`src/rtl/axi_sort_periph.sv`:
```
// AXI4-lite slave wrapping an N-entry buffer and an in-place odd-even transposition sorter.
// Firmware loads DATA[], starts via CTRL, then polls STATUS or waits for irq before reading back.
module axi_sort_periph #(
   parameter int unsigned LOG_N     = 4,
   parameter int unsigned DATAWIDTH = 32,
   parameter bit          SIGNED    = 1'b0,
   parameter bit          ASCENDING = 1'b1
) (
   input  logic        clk,
   input  logic        resetn,
   input  logic        s_axi_awvalid,
   output logic        s_axi_awready,
   input  logic [11:0] s_axi_awaddr,
   input  logic        s_axi_wvalid,
   output logic        s_axi_wready,
   input  logic [31:0] s_axi_wdata,
   input  logic [3:0]  s_axi_wstrb,
   output logic        s_axi_bvalid,
   input  logic        s_axi_bready,
   output logic [1:0]  s_axi_bresp,
   input  logic        s_axi_arvalid,
   output logic        s_axi_arready,
   input  logic [11:0] s_axi_araddr,
   output logic        s_axi_rvalid,
   input  logic        s_axi_rready,
   output logic [31:0] s_axi_rdata,
   output logic [1:0]  s_axi_rresp,
   output logic        irq
);

   localparam int unsigned N = 1 << LOG_N;
   localparam logic [1:0] RespOkay   = 2'b00;
   localparam logic [1:0] RespSlvErr = 2'b10;
   localparam logic [1:0] RespDecErr = 2'b11;

   typedef enum logic [0:0] {StIdle, StSort} state_e;

   state_e r_state, w_state_nxt;

   logic [DATAWIDTH-1:0] r_buf [N];
   logic [DATAWIDTH-1:0] w_sort_buf [N];
   logic [DATAWIDTH-1:0] w_merged;

   logic        r_bvalid, r_rvalid, r_irq_en, r_done, r_phase, r_noswap;
   logic [1:0]  r_bresp, r_rresp;
   logic [31:0] r_rdata, r_cycles;

   logic        w_busy, w_sort_en, w_sort_last, w_any_swap;
   logic        w_wr_fire, w_rd_fire, w_ctrl_wr, w_clear, w_start_req, w_start, w_start_err;
   logic        w_data_wr, w_data_err, w_done_w1c, w_wr_data_hit, w_rd_data_hit;
   logic [9:0]  w_wr_word, w_wr_off, w_rd_word, w_rd_off;
   logic [LOG_N-1:0] w_wr_idx, w_rd_idx;
   logic [1:0]  w_bresp, w_rd_resp;
   logic [31:0] w_rd_data, w_cycles_nxt;
   logic        w_unused;

   function automatic logic f_out_of_order(input logic [DATAWIDTH-1:0] a,
                                           input logic [DATAWIDTH-1:0] b);
      logic a_gt_b, a_lt_b;
      if (SIGNED) begin
         a_gt_b = $signed(a) > $signed(b);
         a_lt_b = $signed(a) < $signed(b);
      end else begin
         a_gt_b = a > b;
         a_lt_b = a < b;
      end
      return ASCENDING ? a_gt_b : a_lt_b;
   endfunction

   function automatic logic [31:0] f_ext(input logic [DATAWIDTH-1:0] v);
      if (SIGNED) return 32'(signed'(v));
      return 32'(v);
   endfunction

   // Write channel: address and data must arrive together; one response outstanding.
   assign w_wr_fire     = s_axi_awvalid & s_axi_wvalid & ~r_bvalid;
   assign s_axi_awready = w_wr_fire;
   assign s_axi_wready  = w_wr_fire;
   assign w_rd_fire     = s_axi_arvalid & ~r_rvalid;
   assign s_axi_arready = w_rd_fire;

   assign w_wr_word     = s_axi_awaddr[11:2];
   assign w_wr_off      = w_wr_word - 10'h040;
   assign w_wr_data_hit = (w_wr_word >= 10'h040) && (w_wr_off < 10'(N));
   assign w_wr_idx      = w_wr_off[LOG_N-1:0];
   assign w_rd_word     = s_axi_araddr[11:2];
   assign w_rd_off      = w_rd_word - 10'h040;
   assign w_rd_data_hit = (w_rd_word >= 10'h040) && (w_rd_off < 10'(N));
   assign w_rd_idx      = w_rd_off[LOG_N-1:0];

   // Clear beats start when both bits are set in the same write.
   assign w_ctrl_wr   = w_wr_fire & (w_wr_word == 10'd0) & s_axi_wstrb[0];
   assign w_clear     = w_ctrl_wr & s_axi_wdata[1];
   assign w_start_req = w_ctrl_wr & s_axi_wdata[0] & ~s_axi_wdata[1];
   assign w_start_err = w_start_req & w_busy;
   assign w_start     = w_start_req & ~w_busy;
   assign w_data_err  = w_wr_fire & w_wr_data_hit & w_busy;
   assign w_data_wr   = w_wr_fire & w_wr_data_hit & ~w_busy;
   assign w_done_w1c  = w_wr_fire & (w_wr_word == 10'd1) & s_axi_wstrb[0] & s_axi_wdata[1];

   always_comb begin
      w_bresp = RespOkay;
      if ((w_wr_word >= 10'd4) && !w_wr_data_hit) w_bresp = RespDecErr;
      else if (w_start_err || w_data_err)          w_bresp = RespSlvErr;
   end

   always_comb begin
      w_merged = r_buf[w_wr_idx];
      for (int b = 0; b < int'(DATAWIDTH); b++) begin
         if (s_axi_wstrb[b / 8]) w_merged[b] = s_axi_wdata[b];
      end
   end

   // One transposition phase: even phases pair (0,1),(2,3)..; odd phases (1,2),(3,4)..
   always_comb begin
      w_sort_buf = r_buf;
      w_any_swap = 1'b0;
      for (int i = 0; i < int'(N) - 1; i++) begin
         if (((i % 2) == int'(r_phase)) && f_out_of_order(r_buf[i], r_buf[i + 1])) begin
            w_sort_buf[i]     = r_buf[i + 1];
            w_sort_buf[i + 1] = r_buf[i];
            w_any_swap        = 1'b1;
         end
      end
   end

   assign w_cycles_nxt = r_cycles + 32'd1;
   assign w_sort_last  = w_sort_en & ((w_cycles_nxt == 32'(N)) | (~w_any_swap & r_noswap));

   always_ff @(posedge clk or negedge resetn) begin
      if (!resetn) r_state <= StIdle;
      else         r_state <= w_state_nxt;
   end

   always_comb begin
      w_state_nxt = r_state;
      unique case (r_state)
         StIdle: if (w_start) w_state_nxt = StSort;
         StSort: if (w_clear || w_sort_last) w_state_nxt = StIdle;
         default: w_state_nxt = StIdle;
      endcase
   end

   always_comb begin
      w_busy    = (r_state == StSort);
      w_sort_en = (r_state == StSort) & ~w_clear;
   end

   always_ff @(posedge clk or negedge resetn) begin
      if (!resetn) begin
         for (int i = 0; i < int'(N); i++) r_buf[i] <= '0;
      end else if (w_clear) begin
         for (int i = 0; i < int'(N); i++) r_buf[i] <= '0;
      end else if (w_sort_en) begin
         r_buf <= w_sort_buf;
      end else if (w_data_wr) begin
         r_buf[w_wr_idx] <= w_merged;
      end
   end

   always_ff @(posedge clk or negedge resetn) begin
      if (!resetn) begin
         r_irq_en <= 1'b0;
         r_done   <= 1'b0;
         r_cycles <= '0;
         r_phase  <= 1'b0;
         r_noswap <= 1'b0;
      end else begin
         if (w_ctrl_wr && !w_start_err) r_irq_en <= s_axi_wdata[2];
         if (w_clear || w_start) begin
            r_done   <= 1'b0;
            r_cycles <= '0;
            r_phase  <= 1'b0;
            r_noswap <= 1'b0;
         end else begin
            if (w_sort_last)     r_done <= 1'b1;
            else if (w_done_w1c) r_done <= 1'b0;
            if (w_sort_en) begin
               r_cycles <= w_cycles_nxt;
               r_phase  <= ~r_phase;
               r_noswap <= ~w_any_swap;
            end
         end
      end
   end

   always_comb begin
      w_rd_data = '0;
      w_rd_resp = RespOkay;
      case (w_rd_word)
         10'd0:   w_rd_data = {29'b0, r_irq_en, 2'b0};
         10'd1:   w_rd_data = {30'b0, r_done, w_busy};
         10'd2:   w_rd_data = r_cycles;
         10'd3:   w_rd_data = {16'b0, SIGNED, ASCENDING, 6'b0, 8'(LOG_N)};
         default: begin
            if (w_rd_data_hit) w_rd_data = f_ext(r_buf[w_rd_idx]);
            else               w_rd_resp = RespDecErr;
         end
      endcase
   end

   always_ff @(posedge clk or negedge resetn) begin
      if (!resetn) begin
         r_bvalid <= 1'b0;
         r_bresp  <= RespOkay;
         r_rvalid <= 1'b0;
         r_rresp  <= RespOkay;
         r_rdata  <= '0;
      end else begin
         if (w_wr_fire) begin
            r_bvalid <= 1'b1;
            r_bresp  <= w_bresp;
         end else if (s_axi_bready) begin
            r_bvalid <= 1'b0;
         end
         if (w_rd_fire) begin
            r_rvalid <= 1'b1;
            r_rresp  <= w_rd_resp;
            r_rdata  <= w_rd_data;
         end else if (s_axi_rready) begin
            r_rvalid <= 1'b0;
         end
      end
   end

   assign s_axi_bvalid = r_bvalid;
   assign s_axi_bresp  = r_bresp;
   assign s_axi_rvalid = r_rvalid;
   assign s_axi_rresp  = r_rresp;
   assign s_axi_rdata  = r_rdata;
   assign irq          = r_done & r_irq_en;

   assign w_unused = ^{s_axi_awaddr[1:0], s_axi_araddr[1:0], s_axi_wdata, s_axi_wstrb};

endmodule

```
`config.mk`:
```
export PLATFORM = sky130hd
export DESIGN_NAME = axi_sort_periph
export DESIGN_NICKNAME = d
export VERILOG_FILES = /design/src/rtl/axi_sort_periph.sv
export SDC_FILE = /design/constraint.sdc
export NUM_CORES = 2
export LEC_CHECK = 0
export CAP_MARGIN = 10
export CORE_MARGIN = 2
export CORE_UTILIZATION = 60
export CTS_BUF_LIST = sky130_fd_sc_hd__clkbuf_4
export CTS_CLUSTER_SIZE = 30
export DETAILED_ROUTE_END_ITERATION = 7
export DONT_BUFFER_PORTS = 1
export GPL_TIMING_DRIVEN = 0
export PLACE_DENSITY_LB_ADDON = 0.3
export SLEW_MARGIN = 20
export SYNTH_ARGS = -nofsm -noshare
export SYNTH_HDL_FRONTEND = slang
export SYNTH_SLANG_ARGS = --single-unit
```
`constraint.sdc`:
```
create_clock -name clk -period 2.64 [get_ports clk]
set_input_delay 0.528 -clock clk [delete_from_list [all_inputs] [get_ports clk]]
set_output_delay 0.528 -clock clk [all_outputs]
set_load 0.005 [all_outputs]
```
==> results of run 1 <==
## cells by family after synthesis
family,synth area share
adder cells (fa/ha/maj),0.116
AND/OR/NAND/NOR,0.124
flip-flops,0.283
XOR/XNOR,0.00101
AO/OA/AOI/OAI,0.222
buffers and inverters,0.0770
multiplexers,0.177
## timing repair
item                       4_1_cts
setup buffers                  459
hold endpoints to repair       895
pin swaps                      236
cloned                          51
resized for setup             1332
hold buffers                    55
setup endpoints to repair      570
## metal layers
layer  GRT overflow  GRT usage
met5              0      0.352
met4             79      0.823
met3              7      0.684
met2            101      0.953
met1              3      0.823
## per-stage QoR
step / std cells / hold slack (ps) / setup slack [ps] / cell area (µm²)
4_1_cts: 7922 / -1000 / -497 / 67200
3_5_place_dp: 7063 / 244 / -2050 / 55000
3_3_place_gp: 7063 / 244 / -2570 / 55000
2_1_floorplan: 5919 / 232 / -113 / 53500
## Yosys cell counts, types with 18 or more instances
master / count / area (µm²)
sky130_fd_sc_hd__o21ai_1: 329 / 1650
sky130_fd_sc_hd__nor2b_1: 20 / 125
sky130_fd_sc_hd__nand3_1: 80 / 400
sky130_fd_sc_hd__o22ai_1: 33 / 206
sky130_fd_sc_hd__dfrtp_1: 586 / 14700
sky130_fd_sc_hd__a31oi_1: 21 / 131
sky130_fd_sc_hd__buf_4: 18 / 135
sky130_fd_sc_hd__nand2_1: 797 / 2990
sky130_fd_sc_hd__nor3_1: 31 / 155
sky130_fd_sc_hd__nand4_1: 100 / 626
sky130_fd_sc_hd__a21oi_1: 504 / 2520
sky130_fd_sc_hd__o21ai_0: 419 / 2100
sky130_fd_sc_hd__a21o_1: 33 / 248
sky130_fd_sc_hd__nor2_1: 341 / 1280
sky130_fd_sc_hd__mux2_2: 34 / 383
sky130_fd_sc_hd__buf_1: 50 / 188
sky130_fd_sc_hd__inv_1: 498 / 1870
sky130_fd_sc_hd__ha_1: 482 / 6030
sky130_fd_sc_hd__buf_2: 113 / 566
sky130_fd_sc_hd__o211ai_1: 20 / 150
sky130_fd_sc_hd__mux2i_1: 161 / 1610
sky130_fd_sc_hd__clkbuf_1: 234 / 878
sky130_fd_sc_hd__mux4_2: 320 / 7210
sky130_fd_sc_hd__nor4_1: 29 / 181
sky130_fd_sc_hd__a22oi_1: 390 / 2930
sky130_fd_sc_hd__buf_6: 31 / 349
sky130_fd_sc_hd__a221oi_2: 30 / 450
==> flow_metrics.env, run 1 <==
export IMPL_endpoint_with_the_least_setup_slack_after_the_last_repair="r_buf[432]$_DFFE_PN0P_/D"
export IMPL_pin_count_of_the_biggest_net_entering_global_routing=587
export IMPL_h_tree_depth=4
export IMPL_rows=107
export IMPL_placed_wire_length_estimate_after_detailed_placement_um=190000
export IMPL_err="[ERROR GRT-0232] Routing congestion too high. Check the congestion heatmap in the GUI."
export IMPL_status="stopped before the end"
export IMPL_clock_sink_count=586
export IMPL_fp_dieH_um=298
export IMPL_grt_remaining_overflow=190
export IMPL_grt_total_usage=0.816
export IMPL_postSynthRegisterBits=586
export IMPL_stop_stage="global routing"
export IMPL_cts_buffers=174
export IMPL_syn_avg_cell_area_um2=8.77
export IMPL_clk_root_buffer_cell="sky130_fd_sc_hd__clkbuf_4"
export IMPL_number_of_flops_mapped_to_enable_cells_by_yosys=0
export IMPL_ys_warns=0
export IMPL_synth_cell_area_mm2=0.0519
export IMPL_synthFlopType="sky130_fd_sc_hd__dfrtp_1"
export IMPL_floorplan_initialDensity=0.608
export IMPL_endpoint_type="sequential cell input"
export IMPL_max_clock_path_buffers=3
export IMPL_routability_congestion=1.09
export IMPL_fraction_of_registers_with_async_set_or_reset_after_synthesis=1.00
export IMPL_pin_count=109
export IMPL_yosys_cell_types_count=82
export IMPL_synth_nets=6468
export IMPL_die_w_um=298
export IMPL_ys_seq_area_frac=0.283
export IMPL_syn_inst=5919
export IMPL_port_buffers=0
==> run 2, diff against run 1 <==
- CORE_UTILIZATION: 60 -> 40
- CTS_BUF_LIST: sky130_fd_sc_hd__clkbuf_4 -> unset
- CTS_CLUSTER_SIZE: 30 -> unset
- PLACE_DENSITY_LB_ADDON: 0.3 -> 0.15
- clock period: 2.64 -> 3.43 ns (I/O delays scaled with it)
==> run 2 against run 1 <==
  * The flow now finishes, with violations (negative hold slack, negative setup slack)
  * Synthesized cell count is the same
  * Area after synthesis is the same
==> flow_metrics.env, run 2 <==
export IMPL_synth_largest_type_area_fraction=0.283
export IMPL_max_slew_margin=0.215
export IMPL_postSynthRegisterBits=586
export IMPL_total_die_area_mm2=0.133
export IMPL_drt_iter0_markers=6101
export IMPL_worstPathArrival_ps=4060
export IMPL_ys_seq_area_frac=0.283
export IMPL_h_tree_depth=3
export IMPL_synth_common_cells="797 x sky130_fd_sc_hd__nand2_1, 586 x sky130_fd_sc_hd__dfrtp_1, 504 x sky130_fd_sc_hd__a21oi_1, 498 x sky130_fd_sc_hd__inv_1, 482 x sky130_fd_sc_hd__ha_1"
export IMPL_seqPwrFrac=0.355
export IMPL_hold_ws_ps=-11.7
export IMPL_ff2ff_setup_slack_ps=-60
export IMPL_timing_critical_path_required_ps=3990
export IMPL_floorplan_initialDensity=0.402
export IMPL_synth_cell_area_mm2=0.0519
export IMPL_core_area_mm2=0.129
export IMPL_hp_class="input port to asynchronous set/reset pin"
export IMPL_multi_input_comb_area_mm2=0.0341
export IMPL_critical_path_n_buffers_inverters=3
export IMPL_yosys_cell_types_count=82
export IMPL_drt_antenna_violating_nets=0
export IMPL_post_synth_main_area_contributors="sky130_fd_sc_hd__dfrtp_1 28%, sky130_fd_sc_hd__mux4_2 14%, sky130_fd_sc_hd__ha_1 12%"
export IMPL_rows=132
export IMPL_comb_power_share=0.202
export IMPL_pin_count_of_the_biggest_net_entering_global_routing=587
export IMPL_layout_worst_path_cycle_share=1.02
export IMPL_clock_sink_count=586
export IMPL_worst_skew_pair_late_latency_ps=730
export IMPL_most_common_layout_cells="794 x sky130_fd_sc_hd__nand2_1, 499 x sky130_fd_sc_hd__a21oi_1, 498 x sky130_fd_sc_hd__inv_1"
export IMPL_via_count_of_the_first_global_routing_pass=49160
export IMPL_filler_cell_count=12864
export IMPL_cts_buffers=81
export IMPL_placedInstanceArea_mm2=0.0542
export IMPL_die_w_um=364
export IMPL_routed_via_density=6.37
export IMPL_dominant_cell_by_count_in_the_synthesized_netlist="sky130_fd_sc_hd__nand2_1"
export IMPL_grt_total_usage=0.376
export IMPL_rsz0062_at_grt="yes"
export IMPL_worst_slew_pin_transition_ps=1180
export IMPL_number_of_flops_mapped_to_enable_cells_by_yosys=0
export IMPL_clkSlewWorstSetupHoldPaths_ps=60
export IMPL_final_setup_violation_count=59
export IMPL_drt_pre_antenna_iters=6
export IMPL_cp_top_family="compound AO/OA/AOI/OAI gates"
export IMPL_timing_critical_path_to_type="flip-flop"
export IMPL_final_period_minus_worst_setup_slack_ps=3490
export IMPL_crit_path_top_delay_cell="sky130_fd_sc_hd__dfrtp_1"
export IMPL_max_clock_path_buffers=3
export IMPL_drv_max_cap_violation_count=0
export IMPL_total_power_w=0.0202
export IMPL_grt_first_pass_wirelength_um=354000
export IMPL_power_switching_fraction=0.325
export IMPL_layout_area_seq_mm2=0.0148
export IMPL_synthFlopType="sky130_fd_sc_hd__dfrtp_1"
export IMPL_crit_type="flip-flop to flip-flop"
export IMPL_setup_total_negative_slack_ps=-1490
export IMPL_worst_case_setup_slack_after_placement_ps=-1570
export IMPL_power_density_mw_per_mm2=341
export IMPL_synth_top_cell_by_area="sky130_fd_sc_hd__dfrtp_1"
export IMPL_r2r_worst_path_cells=13
export IMPL_routability_congestion=1.03
export IMPL_syn_inst=5919
export IMPL_ys_warns=0
export IMPL_number_of_antenna_violations_at_the_first_check_in_global_routing=33
export IMPL_crit_path_max_incr_delay_ps=460
export IMPL_critical_path_cell_chain="inv_1 -> ha_1 -> a21oi_1 -> o21ai_0 -> a221o_1 -> a211oi_4 -> a21boi_2 -> buf_2 -> nor4_4 -> nand4_1 -> buf_4 -> nand3_1 -> o21ai_1"
export IMPL_pin_count=109
export IMPL_route_vias_total=50569
export IMPL_syn_avg_cell_area_um2=8.77
export IMPL_critPathMaxFanout=6
export IMPL_fmax_mhz=286
export IMPL_violations="negative hold slack, negative setup slack"
export IMPL_final_max_slew_viol_count=0
export IMPL_placed_wire_length_estimate_after_detailed_placement_um=205000
export IMPL_layout_setup_ws_ps=-64.9
export IMPL_max_flop_register="r_buf"
export IMPL_drt_wl_total_um=254000
export IMPL_port_buffers=0
export IMPL_fp_dieH_um=364
export IMPL_intPower_w=0.0136
export IMPL_synth_nets=6468
export IMPL_regToRegEndpoint="r_state$_DFF_PN0_"
export IMPL_share_clk_of_total_power=0.443
export IMPL_clk_root_buffer_cell="sky130_fd_sc_hd__clkbuf_16"
export IMPL_cts_tree="done"
export IMPL_status="finished, violations left"
export IMPL_wl_per_cell_um=32.0
export IMPL_crit_path_start_kind="flip-flop"
export IMPL_finalNetCount=6662
export IMPL_ir_drop_v=0.000285
export IMPL_synthToLayoutAreaGrowth_pct=14.2
export IMPL_grt_remaining_overflow=0
export IMPL_switching_power_w=0.00655
export IMPL_postLayoutCellArea_mm2=0.0593
export IMPL_timing_clock_skew_ps=36.1
export IMPL_largest_register_ff_count=512
export IMPL_hold_viol_final=2
export IMPL_post_route_cells_drive_above_1_share=0.188
export IMPL_static_leakage_power_nw=25.1
export IMPL_drcViolationCount=0
export IMPL_final_common_cell="sky130_fd_sc_hd__nand2_1"
export IMPL_fraction_of_registers_with_async_set_or_reset_after_synthesis=1.00
export IMPL_regToRegStartpoint="r_buf[401]$_DFFE_PN0P_"
==> run 2: cell counts after synthesis <==
No cell type changed its count.
==> run 2: power groups by stage <==
stage	Clock, W	Sequential, W	Combinational (W)
2_1_floorplan	0	0.00721	0.00216
3_3_place_gp	0	0.00727	0.00345
3_5_place_dp	0	0.00728	0.00349
4_1_cts	0.00899	0.00715	0.00368
5_1_grt	0.00924	0.00717	0.00419
6_report	0.00895	0.00716	0.00407
==> run 2: through the flow <==
step | utilization | hold slack, ps | instances
final | 0.459 | -11.7 | 7934
after global placement | 0.419 | 441 | 7661
after CTS | 0.452 | -313 | 7874
after global routing | 0.459 | 49.0 | 7927
after detailed placement | 0.420 | 438 | 7665
after floorplan | - | 390 | 5919
==> run 2: how the worst max path moves through the flow <==
stage                            from                         end  slack [ps]  depth (start not counted)
2_1_floorplan         s_axi_awaddr[2]      r_buf[162]$_DFFE_PN0P_         370                          9
3_3_place_gp          s_axi_araddr[2]  s_axi_rdata[2]$_DFFE_PN0P_       -2140                          7
3_5_place_dp    r_buf[46]$_DFFE_PN0P_       r_buf[26]$_DFFE_PN0P_       -1570                         10
4_1_cts        r_buf[351]$_DFFE_PN0P_           r_state$_DFF_PN0_         -60                         15
5_1_grt         r_buf[65]$_DFFE_PN0P_           r_state$_DFF_PN0_        -110                         13
6_report       r_buf[401]$_DFFE_PN0P_           r_state$_DFF_PN0_         -60                         13
==> run 2: area by class of cell <==
class | count | share of cell area
diodes | 16 | 0.000676
plain buffers | 443 | 0.0431
clock buffers | 129 | 0.0422
clock inverters | 17 | 0.00287
inverters | 499 | 0.0316
multi-input cells | 4386 | 0.575
flip-flops and latches | 586 | 0.250
well taps | 1742 | 0.0368
repair buffers | 116 | 0.0183
==> run 2: metal layers <==
metal | GRT usage | vias to the layer above | wire length, µm
li1 | - | 22179 | -
met1 | 0.468 | 25070 | 97700
met2 | 0.602 | 2649 | 115000
met3 | 0.0891 | 649 | 25100
met4 | 0.206 | 22 | 16200
met5 | 0.00145 | - | 141
==> run 2: repair_timing <==
action | in CTS | in global routing
gates resized for setup | 278 | 237
hold endpoints to repair | 586 | 0
cloned | 0 | 2
endpoints found under the setup margin | 580 | 557
pin swaps | 50 | 37
setup buffers | 66 | 40
==> run 2: cells by family after synthesis <==
| logic type | Yosys count | synth area share |
|---|---|---|
| buf+inv | 947 | 0.0770 |
| flops | 586 | 0.283 |
| xor+xnor | 6 | 0.00101 |
| simple gates | 1482 | 0.124 |
| mux | 515 | 0.177 |
| compound gates | 1901 | 0.222 |
| fa+ha+maj | 482 | 0.116 |
No activity file was read; power rests on OpenSTA's default activity.
